**config.mk**
```make
export PLATFORM = sky130hd
export DESIGN_NAME = spike_fanout_scheduler
export DESIGN_NICKNAME = d
export VERILOG_FILES = /design/src/rtl/spike_fanout_scheduler.sv
export SDC_FILE = /design/constraint.sdc
export NUM_CORES = 1
export LEC_CHECK = 0
export CORE_MARGIN = 3
export CORE_UTILIZATION = 53
export CTS_BUF_LIST = sky130_fd_sc_hd__clkbuf_4 sky130_fd_sc_hd__clkbuf_8
export CTS_CLUSTER_DIAMETER = 150
export CTS_CLUSTER_SIZE = 8
export DETAILED_ROUTE_END_ITERATION = 8
export HOLD_SLACK_MARGIN = 0.05
export PLACE_DENSITY = 0.89
export SLEW_MARGIN = 40
export SYNTH_ARGS = -nofsm -noshare
export SYNTH_HDL_FRONTEND = slang
export SYNTH_SLANG_ARGS = --single-unit
```
**constraint.sdc**
```tcl
create_clock -name clk -period 4.1 [get_ports clk]
set_input_delay 1.025 -clock clk [delete_from_list [all_inputs] [get_ports clk]]
set_output_delay 1.025 -clock clk [all_outputs]
set_load 0.005 [all_outputs]
```
**src/rtl/spike_fanout_scheduler.sv**
```systemverilog
// Spike fan-out scheduler: pops source neurons from the spike FIFO and
// streams each source's consecutive synapse addresses downstream.
module spike_fanout_scheduler #(
  parameter int ADDR_WIDTH = 14,
  parameter int PTR_WIDTH  = 16,
  parameter int CNT_WIDTH  = 8
) (
  input  logic                          clk,
  input  logic                          rst_n,
  input  logic                          i_start,
  input  logic                          i_fifo_empty,
  input  logic [ADDR_WIDTH-1:0]         i_fifo_rd_data,
  output logic                          o_fifo_rd_en,
  output logic [ADDR_WIDTH-1:0]         o_ptr_rd_addr,
  input  logic [PTR_WIDTH+CNT_WIDTH-1:0] i_ptr_rd_data,
  output logic                          o_evt_valid,
  input  logic                          i_evt_ready,
  output logic [PTR_WIDTH-1:0]          o_evt_syn_addr,
  output logic [ADDR_WIDTH-1:0]         o_evt_src,
  output logic                          o_evt_last,
  output logic                          o_busy,
  output logic                          o_done,
  output logic [15:0]                   o_evt_count
);

  typedef enum logic [2:0] {
    S_IDLE,
    S_POP,
    S_RD,
    S_PTR_WAIT,
    S_LOAD,
    S_EMIT,
    S_DONE
  } state_t;

  state_t state, state_nxt;

  logic [CNT_WIDTH-1:0] idx;
  logic [CNT_WIDTH-1:0] last_idx;
  logic [PTR_WIDTH-1:0] ld_base;
  logic [CNT_WIDTH-1:0] ld_cnt;
  logic                 fire;
  logic                 is_last;

  assign ld_base = i_ptr_rd_data[PTR_WIDTH+CNT_WIDTH-1 -: PTR_WIDTH];
  assign ld_cnt  = i_ptr_rd_data[CNT_WIDTH-1:0];
  assign is_last = (idx == last_idx);
  assign fire    = o_evt_valid & i_evt_ready;

  always_comb begin
    state_nxt    = state;
    o_fifo_rd_en = 1'b0;
    o_evt_valid  = 1'b0;
    o_evt_last   = 1'b0;
    o_busy       = (state != S_IDLE);
    o_done       = 1'b0;
    unique case (state)
      S_IDLE: begin
        if (i_start) state_nxt = S_POP;
      end
      S_POP: begin
        if (i_fifo_empty) begin
          state_nxt = S_DONE;
        end else begin
          o_fifo_rd_en = 1'b1;
          state_nxt    = S_RD;
        end
      end
      S_RD:       state_nxt = S_PTR_WAIT;
      S_PTR_WAIT: state_nxt = S_LOAD;
      S_LOAD: begin
        state_nxt = (ld_cnt == '0) ? S_POP : S_EMIT;
      end
      S_EMIT: begin
        o_evt_valid = 1'b1;
        o_evt_last  = is_last;
        if (i_evt_ready && is_last) state_nxt = S_POP;
      end
      S_DONE: begin
        o_done    = 1'b1;
        state_nxt = S_IDLE;
      end
      default: state_nxt = S_IDLE;
    endcase
  end

  always_ff @(posedge clk or negedge rst_n) begin
    if (!rst_n) begin
      state <= S_IDLE;
    end else begin
      state <= state_nxt;
    end
  end

  always_ff @(posedge clk or negedge rst_n) begin
    if (!rst_n) begin
      o_ptr_rd_addr  <= '0;
      o_evt_src      <= '0;
      o_evt_syn_addr <= '0;
      idx            <= '0;
      last_idx       <= '0;
    end else begin
      if (state == S_RD) begin
        o_ptr_rd_addr <= i_fifo_rd_data;
        o_evt_src     <= i_fifo_rd_data;
      end
      if (state == S_LOAD) begin
        o_evt_syn_addr <= ld_base;
        idx            <= '0;
        last_idx       <= ld_cnt - 1'b1;
      end else if (fire && !is_last) begin
        // address wraps modulo 2^PTR_WIDTH by construction
        o_evt_syn_addr <= o_evt_syn_addr + 1'b1;
        idx            <= idx + 1'b1;
      end
    end
  end

  always_ff @(posedge clk or negedge rst_n) begin
    if (!rst_n) begin
      o_evt_count <= '0;
    end else if (state == S_IDLE && i_start) begin
      o_evt_count <= '0;
    end else if (fire && o_evt_count != 16'hFFFF) begin
      o_evt_count <= o_evt_count + 16'd1;
    end
  end

endmodule

```
==> impl_metrics.ini <==
[outcome]
status = complete, no violations

[sta]
min_period_ps = 3280
relSlewSlack = 0.535
fin_setup_tns_ps = 0
hold_viol = 0
tightest_slew_ps = 697
fin_skew_ps = 9.25
finalMaxSlewViolations = 0
max_clock_freq_ghz = 0.304
setup_viol = 0
rsz0062_at_grt = no
fin_crit_sh = 0.801

[grt]
grt_max_degree = 43
use_met1 = 0.295
grt_antenna_before_repair = 0
grt_pass1_wl_um = 14000
grt.overflow.total = 0
grtUsageMet2 = 0.403
busiest_layer = met2
grt_usage = 0.236
gr-usage-met3 = 0.0564
grt_pass1_vias = 2973

[min_path]
hp-class = reg2reg

[clocking]
worstSkewPairLatency_ps = 350
cts_max_path_buffers = 2
path_clk_slew_ps = 70
clock_sinks = 65
cts_hold_buf = 0
cts_tree = yes
numCtsBuffers = 9
postCtsSetupRepairBufs = 0
cts-root-buf = clkbuf_8
post_cts_resized = 0
cts_max_level = 3

[placed_design]
dp.final_hpwl_um = 6330
gp_congestion = 0.790
port_buffers = 107

[route]
vias_per_cell = 5.69
drtIter0Drc = 157
drtAntennaViolNets = 0
wl_per_cell_um = 16.1
vias = 3040
dr.pass1.iters = 5
drc = 0
drt_wl_total_um = 8620

[critical_path]
slowest_stage = clkdlybuf4s50_1
worstSetupEndpointType = output port
path_buf_inv = 2
startpoint_type = register
cp.arrival_ps = 2260
worstPathCellList = xor2_1, nor4_4, buf_4, and3_1, clkdlybuf4s50_1
critical_path_class = reg2out
critPathMaxFanout = 18
critical_path_required_ps = 3070
cp_top_family = buffers and inverters
ff2ff_setup_slack_ps = 2030
max_stage_delay_ps = 520

[floorplanning]
start_util = 0.556
pin_count = 108
coreArea_sq_mm = 0.00642
rows = 29
die-height_um = 88.1
die_w_um = 88.1
die-area_sq_mm = 0.00775

[synth]
syn_area_sq_mm = 0.00357
synth_cell_types = 43
synth-edff-count = 0
async_flop_share = 1.00
synth_flop_cell = dfrtp_1
ys_warn_count = 0
seq_area_frac_synth = 0.456
synthTopCellsByArea = dfrtp_1, xnor2_1, nand2_1
synth_cells = 359
ys_ff_latch = 65
yosys.area.top_type = dfrtp_1
avgSynthCellArea_sq_um = 9.94
synth_nets = 407
yosysTopAreaCellShare = 0.456

[job]
drv_cap = 0

[power]
p_leak_nw = 1.94
power_mw = 2.88
irDropWorstVdd_v = 0.000388
p_per_area_mw_per_mm2 = 602

[cells_and_area]
area_delta_synth_final_pct = 33.9
final_common_cell = clkdlybuf4s50_1
antennaDiodeCount = 0
drive_gt1_frac = 0.109
final_cell_mix = clkdlybuf4s50_1, dfrtp_1, nand2_1
final_nets = 501
logic make-up after synthesis:
group / count (synthesis) / share of synthesized area
AND/OR/NAND/NOR: 134 / 0.196
XOR/XNOR: 38 / 0.0933
AO/OA/AOI/OAI: 58 / 0.108
multiplexers: 23 / 0.0694
buffers and inverters: 36 / 0.0600
adder cells (fa/ha/maj): 5 / 0.0175
flip-flops: 65 / 0.456
where the power goes:
group | internal [mW] | leakage [nW] | switching [mW]
logic | 0.719 | 1.02 | 0.534
registers | 0.864 | 0.825 | 0.250
clock network | 0.272 | 0.0949 | 0.238
metal layers:
layer / vias to the layer above / share of wire / wire (um)
li1: 1447 / - / -
met1: 1468 / 0.42 / 3580
met2: 114 / 0.50 / 4330
met3: 11 / 0.069 / 594
met4: 0 / 0.013 / 115
met5: - / 0 / 0
metrics by stage:
step                       util  hold slack [ps]  instance area (sq um)  instances  setup slack (ps)
after detailed placement  0.714              493                   4590        519               906
final                     0.744              509                   4780        534               816
after global placement    0.713              485                   4580        519               954
after floorplan               -              469                   3570        359              1610
after CTS                 0.743              508                   4770        534               782
after global routing      0.744              548                   4780        534               673
cells in the mapped netlist, types with 8 or more instances:
cell type  instances
a21oi_1           16
mux2i_1            9
nor2_1            27
dfrtp_1           65
xor2_1            10
xnor2_1           28
mux2_2            14
nand4_1           10
inv_1              8
nand2_1           45
o21ai_0           16
nand3_1           10
buf_4             16
tightest hold or removal path, stage by stage (launching register included):
cell and delay, ps:
dfrtp_1 360, nand2_1 50, o21ai_0 60
state kept, by name (all words and copies together) (netlist names):
register / count
o_evt_count: 16
o_evt_syn_addr: 16
o_evt_src: 14
idx: 8
last_idx: 8
state: 3
area by class of cell:
| cell class | count | area, sq um |
|---|---|---|
| multi-input combinational | 258 | 1740 |
| fill | 461 | 1640 |
| tap | 77 | 96.3 |
| inverter | 8 | 30.0 |
| timing repair buffer | 111 | 1100 |
| sequential | 65 | 1630 |
| clock inverter | 2 | 12.5 |
| clock buffer | 13 | 173 |
final timing paths:
check,startpoint,end,depth (start not counted)
worst max-delay path,idx[6],o_evt_last,5
max in group asynchronous,rst_n,o_evt_count[4],2
worst max register to register,state[1],o_evt_count[6],5
worst min register to register,last_idx[6],last_idx[6],2
worst min-delay path,last_idx[6],last_idx[6],2
min in group asynchronous,rst_n,o_evt_count[11],1
(Power assumes the default switching activity.)
